$ cat src/rtl/micro_pkg.sv
// Shared definitions for the micro-sequencer datapath blocks.
// Mode encodings for the select/arbitration mux.
package micro_pkg;
    localparam logic MODE_FIXED = 1'b0;
    localparam logic MODE_RR    = 1'b1;
endpackage

$ cat src/rtl/rr_pick.sv
// Combinational rotating-priority picker.
// Scans req starting at ptr, wrapping past NCH-1 back to 0.
module rr_pick #(
    parameter int NCH  = 4,
    parameter int SELW = $clog2(NCH)
) (
    input  logic [NCH-1:0]  req,
    input  logic [SELW-1:0] ptr,
    output logic [NCH-1:0]  gnt,
    output logic [SELW-1:0] gnt_idx
);
    logic [2*NCH-1:0] w_dbl;
    logic [NCH-1:0]   w_rot;

    // Doubling the vector turns the wrap-around into a plain shift.
    assign w_dbl = {req, req};
    assign w_rot = NCH'(w_dbl >> ptr);

    always_comb begin
        int s;
        s       = 0;
        gnt     = '0;
        gnt_idx = '0;
        for (int k = NCH - 1; k >= 0; k--) begin
            if (w_rot[k]) begin
                s = int'(ptr) + k;
                if (s >= NCH) begin
                    s = s - NCH;
                end
                gnt     = '0;
                gnt[s]  = 1'b1;
                gnt_idx = SELW'(s);
            end
        end
    end
endmodule

$ cat src/rtl/sel_arb_mux.sv
// NCH-way valid/ready merge into one registered output channel,
// steered by ctrl (fixed mode) or a round-robin pointer.
module sel_arb_mux
    import micro_pkg::*;
#(
    parameter int WIDTH = 5,
    parameter int NCH   = 4,
    parameter int SELW  = $clog2(NCH)
) (
    input  logic                 clk,
    input  logic                 rst_n,
    input  logic [NCH*WIDTH-1:0] in_data,
    input  logic [NCH-1:0]       in_valid,
    output logic [NCH-1:0]       in_ready,
    input  logic                 mode,
    input  logic [SELW-1:0]      ctrl,
    output logic [WIDTH-1:0]     out_data,
    output logic [SELW-1:0]      out_ch,
    output logic                 out_valid,
    input  logic                 out_ready
);
    logic [WIDTH-1:0] r_out_data;
    logic [SELW-1:0]  r_out_ch;
    logic             r_out_valid;
    logic [SELW-1:0]  r_ptr;

    logic             w_can_load;
    logic [NCH-1:0]   w_fix_gnt;
    logic [NCH-1:0]   w_rr_gnt;
    logic [SELW-1:0]  w_rr_idx;
    logic [NCH-1:0]   w_gnt;
    logic [SELW-1:0]  w_gidx;
    logic             w_any;
    logic [WIDTH-1:0] w_sel_data;
    logic [SELW-1:0]  w_ptr_nxt;

    rr_pick #(
        .NCH  (NCH),
        .SELW (SELW)
    ) u_rr_pick (
        .req     (in_valid),
        .ptr     (r_ptr),
        .gnt     (w_rr_gnt),
        .gnt_idx (w_rr_idx)
    );

    assign w_can_load = !r_out_valid || out_ready;

    // Out-of-range ctrl (non power-of-two NCH) matches no channel.
    always_comb begin
        w_fix_gnt = '0;
        for (int i = 0; i < NCH; i++) begin
            if (ctrl == SELW'(i)) begin
                w_fix_gnt[i] = in_valid[i];
            end
        end
    end

    assign w_gnt  = (mode == MODE_RR) ? w_rr_gnt : w_fix_gnt;
    assign w_gidx = (mode == MODE_RR) ? w_rr_idx : ctrl;
    assign w_any  = |w_gnt;

    always_comb begin
        w_sel_data = '0;
        for (int i = 0; i < NCH; i++) begin
            if (w_gnt[i]) begin
                w_sel_data = in_data[i*WIDTH +: WIDTH];
            end
        end
    end

    assign w_ptr_nxt = (w_gidx == SELW'(NCH - 1)) ? '0
                                                  : w_gidx + SELW'(1);

    assign in_ready = w_gnt & {NCH{w_can_load & rst_n}};

    always_ff @(posedge clk or negedge rst_n) begin
        if (!rst_n) begin
            r_out_valid <= 1'b0;
            r_out_data  <= '0;
            r_out_ch    <= '0;
            r_ptr       <= '0;
        end else if (w_can_load) begin
            r_out_valid <= w_any;
            if (w_any) begin
                r_out_data <= w_sel_data;
                r_out_ch   <= w_gidx;
                if (mode == MODE_RR) begin
                    r_ptr <= w_ptr_nxt;
                end
            end
        end
    end

    assign out_data  = r_out_data;
    assign out_ch    = r_out_ch;
    assign out_valid = r_out_valid;
endmodule
$ cat config.mk
export PLATFORM = sky130hd
export DESIGN_NAME = sel_arb_mux
export DESIGN_NICKNAME = d
export VERILOG_FILES = /design/src/rtl/micro_pkg.sv /design/src/rtl/rr_pick.sv /design/src/rtl/sel_arb_mux.sv
export SDC_FILE = /design/constraint.sdc
export NUM_CORES = 1
export LEC_CHECK = 0
export CORE_MARGIN = 10
export CORE_UTILIZATION = 38
export DETAILED_ROUTE_END_ITERATION = 10
export MAX_ROUTING_LAYER = met4
export PLACE_DENSITY = 0.77
export SLEW_MARGIN = 20
export SYNTH_ARGS = -nofsm -noshare
export SYNTH_HDL_FRONTEND = slang
export SYNTH_SLANG_ARGS = --single-unit
$ cat constraint.sdc
create_clock -name clk -period 4.35 [get_ports clk]
set_input_delay 1.305 -clock clk [delete_from_list [all_inputs] [get_ports clk]]
set_output_delay 1.305 -clock clk [all_outputs]
set_load 0.02 [all_outputs]
==> results.sh, run 1 <==
export IMPL_async_reset_ff_frac=1.00
export IMPL_grt_overflow=0
export IMPL_switching_share=0.470
export IMPL_grt_max_degree=20
export IMPL_p_comb_frac=0.780
export IMPL_hold_buffers=0
export IMPL_ys_seq_area_frac=0.190
export IMPL_powerDensity_nw_per_um2=566
export IMPL_yosys_warnings=0
export IMPL_min_period_ps=4300
export IMPL_critPathLaunchType="primary input"
export IMPL_cts_buffers_inserted=3
export IMPL_crit_required_ps=3040
export IMPL_antenna_left=0
export IMPL_synth_cells=170
export IMPL_tightest_slew_ps=313
export IMPL_max_freq_mhz=233
export IMPL_gp_congestion=0.923
export IMPL_grt_usage=0.137
export IMPL_vias=1494
export IMPL_syn_cell_area_sq_um=1320
export IMPL_postLayoutCoreUtil=0.586
export IMPL_syn_to_final_growth_pct=48.6
export IMPL_ys_flop_type="dfrtp_1"
export IMPL_min_period_over_period=0.989
export IMPL_cts_tree="yes"
export IMPL_drive_gt1_frac=0.206
export IMPL_cts_sinks=10
export IMPL_crit_fanout=4
export IMPL_rsz0062_at_grt="false"
export IMPL_h_tree_depth=1
export IMPL_core_area_sq_um=3340
export IMPL_ff2ff_setup_slack_ps=1560
export IMPL_ys_ff_latch=10
export IMPL_ys_types=41
export IMPL_grt_pass1_wl_microns=6950
export IMPL_cts_root_buf="clkbuf_4"
export IMPL_synth_edf_count=0
export IMPL_clkPwrFrac=0.055
export IMPL_wl_microns=4210
export IMPL_cap_violations=0
export IMPL_routedWlPerCell_microns=15.1
export IMPL_die_h_microns=78.9
export IMPL_worst_setup_path_type="primary input to primary output"
export IMPL_pin_count=42
export IMPL_drc=0
export IMPL_total_power_w=0.00111
export IMPL_drt_initial_drc_count=140
export IMPL_maxSlewHeadroom=0.789
export IMPL_fin_nets=273
export IMPL_rows=21
export IMPL_endpoint_kind="primary output"
export IMPL_initial_core_util=0.394
export IMPL_num_antenna_cells=0
export IMPL_dp_final_hpwl_microns=3370
export IMPL_fp_dieW_microns=78.9
export IMPL_insertion_delay_ps=270
export IMPL_antenna_found_initial=0
export IMPL_min_path_type="register to register"
export IMPL_ir_drop_uv=436
export IMPL_clock_path_buffers=2
export IMPL_cp_arrival_ps=2990
export IMPL_place_port_buffers=41
export IMPL_fill_cells=298
export IMPL_p_int_w=0.000587
export IMPL_finalHoldViolations=0
export IMPL_seq_power_share=0.165
export IMPL_finalSetupViolCount=0
export IMPL_die_area_sq_um=6220
export IMPL_worst_clock_skew_ps=3.12
export IMPL_syn_nets=208
export IMPL_p_leak_nw=0.887
export IMPL_clkTransAtPathRegs_ps=50
export IMPL_viasPerCell=5.35
export IMPL_status="complete, no violations"
export IMPL_grt_pass1_vias=1476
export IMPL_syn_area_per_cell_sq_um=7.74
export IMPL_power_switching_w=0.000520
export IMPL_first_pass_iters=4
export IMPL_drv_slew=0
## critical path: stages
cell and delay, ps:
clkdlybuf4s15_1 240, mux4_2 530, a21o_1 210, o311a_1 300
nor3_2 190, nor2_1 70, buf_4 160
## placed cells by master (no fill, tap or decap), types with 2 or more instances in the layout
| cell | Yosys | final |
|---|---|---|
| clkdlybuf4s50_1 | 0 | 33 |
| buf_4 | 0 | 33 |
| inv_1 | 19 | 19 |
| nand2_1 | 14 | 14 |
| nor2_1 | 11 | 11 |
| nand2b_1 | 10 | 10 |
| dfrtp_1 | 10 | 10 |
| nor3b_1 | 9 | 9 |
| o21ai_0 | 9 | 9 |
| a31oi_1 | 8 | 8 |
| ha_1 | 8 | 8 |
| o221ai_1 | 6 | 6 |
| a21oi_1 | 5 | 5 |
| mux2_1 | 4 | 4 |
| a221oi_1 | 3 | 3 |
| a21o_1 | 3 | 3 |
| a21boi_0 | 3 | 3 |
| and3_1 | 3 | 3 |
| clkbuf_4 | 0 | 3 |
| buf_2 | 4 | 3 |
| and3b_1 | 2 | 2 |
| nor2b_1 | 2 | 2 |
| o21ai_1 | 2 | 2 |
| mux2i_1 | 2 | 2 |
| mux4_2 | 2 | 2 |
| nor3_1 | 2 | 2 |
| nand3b_1 | 2 | 2 |
| or3b_1 | 2 | 2 |
| nor3_2 | 2 | 2 |
| o21bai_1 | 2 | 2 |
| clkdlybuf4s15_1 | 0 | 2 |
| clkbuf_2 | 0 | 2 |
## synth_stat cells, types with 2 or more instances
master	n	share of area
inv_1	19	0.054
nand2_1	14	0.040
nor2_1	11	0.031
dfrtp_1	10	0.19
nand2b_1	10	0.048
nor3b_1	9	0.051
o21ai_0	9	0.034
a31oi_1	8	0.038
ha_1	8	0.076
clkbuf_1	7	0.020
o221ai_1	6	0.040
a21oi_1	5	0.019
buf_2	4	0.015
mux2_1	4	0.034
a21boi_0	3	0.017
a21o_1	3	0.017
a221oi_1	3	0.020
and3_1	3	0.014
and3b_1	2	0.013
buf_6	2	0.017
mux2i_1	2	0.015
mux4_2	2	0.034
nand3b_1	2	0.011
nor2b_1	2	0.0095
nor3_1	2	0.0076
nor3_2	2	0.015
o21ai_1	2	0.0076
o21bai_1	2	0.011
or3b_1	2	0.013
## sequential cells by signal, summed over array words and instances (netlist names)
| name | flops |
|---|---|
| out_data | 5 |
| r_ptr | 2 |
| out_valid | 1 |
| out_ch | 2 |
## repair_timing
| item | 4_1_cts | 5_1_grt |
|---|---|---|
| pin swaps | 2 | 4 |
| endpoints found under the hold margin | 0 | 0 |
| resized for setup | 21 | 7 |
| endpoints found under the setup margin | 4 | 3 |
| buffers inserted | 1 | 0 |
## layer usage
| metal | vias to the layer above | global-route usage | wire length [microns] | part of all wire |
|---|---|---|---|---|
| li1 | 742 | - | - | - |
| met3 | 7 | 0.00788 | 112 | 0.027 |
| met5 | - | - | 0 | 0 |
| met1 | 701 | 0.165 | 1800 | 0.43 |
| met2 | 44 | 0.231 | 2210 | 0.53 |
| met4 | 0 | 0.0573 | 82 | 0.019 |
## stage by stage
step	cells	setup TNS (ps)	setup WS (ps)	area (sq um)	hold slack, ps
6_report	279	0	50.0	1960	505
5_1_grt	279	0	5.86	1960	531
4_1_cts	279	0	12.9	1960	510
3_5_place_dp	275	-2400	-662	1950	493
3_3_place_gp	275	-2270	-621	1950	474
2_1_floorplan	170	0	8.88	1320	609
## final cells by class
| class | instances | area (sq um) | area share |
|---|---|---|---|
| Clock buffer | 3 | 22.5 | 0.0115 |
| Inverter | 19 | 71.3 | 0.0365 |
| Multi-Input combinational cell | 128 | 931 | 0.476 |
| Sequential cell | 10 | 250 | 0.128 |
| Tap cell | 46 | 57.6 | 0.0294 |
| Timing Repair Buffer | 73 | 623 | 0.319 |
## power by group through the flow
stage          sequential (W)  combinational [W]  clock [W]
2_1_floorplan        0.000227           0.000501          0
3_3_place_gp         0.000181           0.000843          0
3_5_place_dp         0.000183           0.000848          0
4_1_cts              0.000182           0.000852  0.0000640
5_1_grt              0.000189           0.000938  0.0000657
6_report             0.000182           0.000864  0.0000610
## cell families after synthesis
logic type | Yosys count | synth area share
flip-flops | 10 | 0.190
multiplexers | 8 | 0.0836
adder cells (fa/ha/maj) | 8 | 0.0760
buffers and inverters | 32 | 0.106
AND/OR/NAND/NOR | 62 | 0.273
AO/OA/AOI/OAI | 50 | 0.271
## path summary, 6_finish.rpt
| path | from | cells past startpoint | to |
|---|---|---|---|
| worst max-delay path | in_valid[3] | 7 | in_ready[3] |
| worst min-delay path | out_ch[1] | 1 | out_ch[1] |
| worst max register to register | r_ptr[0] | 9 | out_ch[1] |
| worst min register to register | out_ch[1] | 1 | out_ch[1] |
| max in group asynchronous | rst_n | 2 | out_ch[0] |
| min in group asynchronous | rst_n | 2 | out_data[1] |
(Power assumes the default switching activity.)
==> run 2: changes to the inputs <==
Settings changed: CTS_CLUSTER_SIZE set to 16, PLACE_DENSITY 0.77 to 0.76, SYNTH_HIERARCHICAL set to 1.
==> results.sh, run 2 <==
export IMPL_status="complete, no violations"
export IMPL_grt_overflow=0
export IMPL_insertion_delay_ps=240
export IMPL_first_pass_iters=4
export IMPL_synth_edf_count=0
export IMPL_place_port_buffers=41
export IMPL_max_freq_mhz=235
export IMPL_min_path_type="register to register"
export IMPL_h_tree_depth=1
export IMPL_syn_to_final_growth_pct=53.8
export IMPL_ys_types=51
export IMPL_synth_most_common_cell="nor2_1"
export IMPL_critPathLaunchType="primary input"
export IMPL_async_reset_ff_frac=1.00
export IMPL_yosys_warnings=6
export IMPL_grt_pass1_vias=1602
export IMPL_core_area_sq_um=3440
export IMPL_crit_required_ps=3040
export IMPL_hold_buffers=0
export IMPL_total_power_w=0.00148
export IMPL_clkTransAtPathRegs_ps=50
export IMPL_worst_setup_path_type="primary input to primary output"
export IMPL_holdPathEnd="out_ch[1]"
export IMPL_p_comb_frac=0.788
export IMPL_cts_sinks=10
export IMPL_fp_dieW_microns=80.5
export IMPL_cp_slowest_cell="a311o_1"
export IMPL_finalHoldViolations=0
export IMPL_pre_cts_ws_ps=-713
export IMPL_reg2reg_depth=14
export IMPL_seq_power_share=0.131
export IMPL_drc=0
export IMPL_switching_share=0.469
export IMPL_synthTopCellsByArea="dfrtp_1 (18%), ha_1 (7.2%), o21ai_0 (4.7%), a31oi_1 (4.5%), nor2_1 (4.3%)"
export IMPL_largest_reg_flops=5
export IMPL_crit_fanout=5
export IMPL_routedWlPerCell_microns=17.0
export IMPL_ys_seq_area_frac=0.180
export IMPL_worst_clock_skew_ps=0.729
export IMPL_clkPwrFrac=0.080
export IMPL_num_antenna_cells=0
export IMPL_clock_path_buffers=2
export IMPL_ys_flop_type="dfrtp_1"
export IMPL_antenna_found_initial=0
export IMPL_cp_arrival_ps=2950
export IMPL_drt_initial_drc_count=143
export IMPL_antenna_left=0
export IMPL_place_area_sq_um=1960
export IMPL_finalInstanceArea_sq_um=2140
export IMPL_wl_microns=4750
export IMPL_cp_cell_sequence="clkbuf_2 -> buf_6 -> buf_4 -> and3b_1 -> a21oi_1 -> a31oi_1 -> a311o_1 -> a21oi_4 -> nor2_2 -> buf_4"
export IMPL_setup_ws_ps=99.5
export IMPL_gp_congestion=0.939
export IMPL_p_int_w=0.000788
export IMPL_ir_drop_uv=350
export IMPL_powerDensity_nw_per_um2=694
export IMPL_synth_cells=167
export IMPL_r2r_start="r_ptr[0]"
export IMPL_synthTopCellsByCount="nor2_1 (16), o21ai_0 (13), nand2_1 (12), a31oi_1 (10), dfrtp_1 (10)"
export IMPL_ff2ff_setup_slack_ps=1150
export IMPL_slowest_delay_ps=390
export IMPL_whs_path_depth=2
export IMPL_endpoint_kind="primary output"
export IMPL_cap_violations=0
export IMPL_final_common_cell="clkdlybuf4s50_1"
export IMPL_die_area_sq_um=6480
export IMPL_syn_cell_area_sq_um=1390
export IMPL_most_common_layout_cells="clkdlybuf4s50_1 (33), buf_4 (32), nor2_1 (14), nand2_1 (12)"
export IMPL_p_leak_nw=0.928
export IMPL_crit_path_frequent_cell="buf_4"
export IMPL_grt_pass1_wl_microns=7540
export IMPL_initial_core_util=0.404
export IMPL_cts_buffers_inserted=3
export IMPL_cp_startpoint="in_valid[2]"
export IMPL_fin_hold_ws_ps=519
export IMPL_synth_top_area_share=0.180
export IMPL_pin_count=42
export IMPL_die_h_microns=80.5
export IMPL_grt_usage=0.147
export IMPL_vias=1606
export IMPL_drv_slew=0
export IMPL_syn_area_per_cell_sq_um=8.32
export IMPL_syn_nets=205
export IMPL_cts_root_buf="clkbuf_8"
export IMPL_cts_tree="yes"
export IMPL_min_from="out_ch[1]"
export IMPL_drive_gt1_frac=0.325
export IMPL_dp_final_hpwl_microns=3440
export IMPL_ys_ff_latch=10
export IMPL_power_switching_w=0.000697
export IMPL_maxSlewHeadroom=0.494
export IMPL_reg2reg_to="out_data[0]"
export IMPL_tightest_slew_ps=751
export IMPL_rsz0062_at_grt="false"
export IMPL_fin_nets=273
export IMPL_rows=21
export IMPL_finalSetupViolCount=0
export IMPL_min_period_ps=4250
export IMPL_viasPerCell=5.74
export IMPL_synth_area_leader_cell="dfrtp_1"
export IMPL_grt_max_degree=15
export IMPL_min_period_over_period=0.977
==> run 2: logic make-up after synthesis <==
| family | Yosys count | synth area share |
|---|---|---|
| xor gates and xnor gates | 1 | 0.00630 |
| DFF | 10 | 0.180 |
| adders and majority gates | 8 | 0.0720 |
| buffers and inverters | 20 | 0.0882 |
| and+or+nand+nor | 64 | 0.282 |
| AOI/OAI and AO/OA | 57 | 0.308 |
| muxes | 7 | 0.0639 |
==> run 2: what timing repair did <==
item	CTS	global route
endpoints found under the setup margin	4	4
cloned	0	1
hold endpoints to repair	0	0
gates resized for setup	40	20
pin swaps	10	9
buffers inserted	4	3
==> run 2: final cells by class <==
cell class	instances	area (sq um)
fillers	281	1300
inverters	9	33.8
flip-flops and latches	10	250
well taps	46	57.6
repair buffers	73	648
multi-input cells	138	1090
clock buffers	4	55.1
==> run 2: worst max path at each step <==
stage | endpoint | slack, ps | cells past startpoint
after detailed placement | in_ready[1] | -710 | 8
after global placement | in_ready[3] | -690 | 9
after floorplan | in_ready[2] | 60 | 8
after CTS | in_ready[1] | 6 | 8
after global routing | in_ready[1] | 5 | 8
final | in_ready[2] | 100 | 10
==> run 2: per-layer routing <==
metal | wire length (microns) | global-route usage | part of all wire | vias to the layer above
met1 | 2170 | 0.186 | 0.46 | 750
met2 | 2200 | 0.224 | 0.46 | 83
met5 | 0 | - | 0 | -
met3 | 343 | 0.0501 | 0.072 | 10
met4 | 35 | 0.0229 | 0.0074 | 0
li1 | - | - | - | 763
==> run 2: worst max-delay path: cells and delay by family <==
family | cells | cell delay [ps]
AO/OA/AOI/OAI | 4 | 820
buffers and inverters | 4 | 510
AND/OR/NAND/NOR | 2 | 300
==> run 2: through the flow <==
| step | setup TNS [ps] | std cells | util |
|---|---|---|---|
| floorplan | 0 | 167 | - |
| global placement | -2740 | 268 | 0.569 |
| detailed placement | -2790 | 268 | 0.569 |
| CTS | 0 | 276 | 0.606 |
| global route | 0 | 280 | 0.621 |
| finish | 0 | 280 | 0.621 |
==> run 2: power by group through the flow <==
stage | clock [W] | sequential (W) | combinational, W
floorplan | 0 | 0.000223 | 0.000676
global placement | 0 | 0.000190 | 0.00102
detailed placement | 0 | 0.000192 | 0.00103
CTS | 0.000120 | 0.000193 | 0.00109
global route | 0.000127 | 0.000202 | 0.00126
finish | 0.000119 | 0.000195 | 0.00117
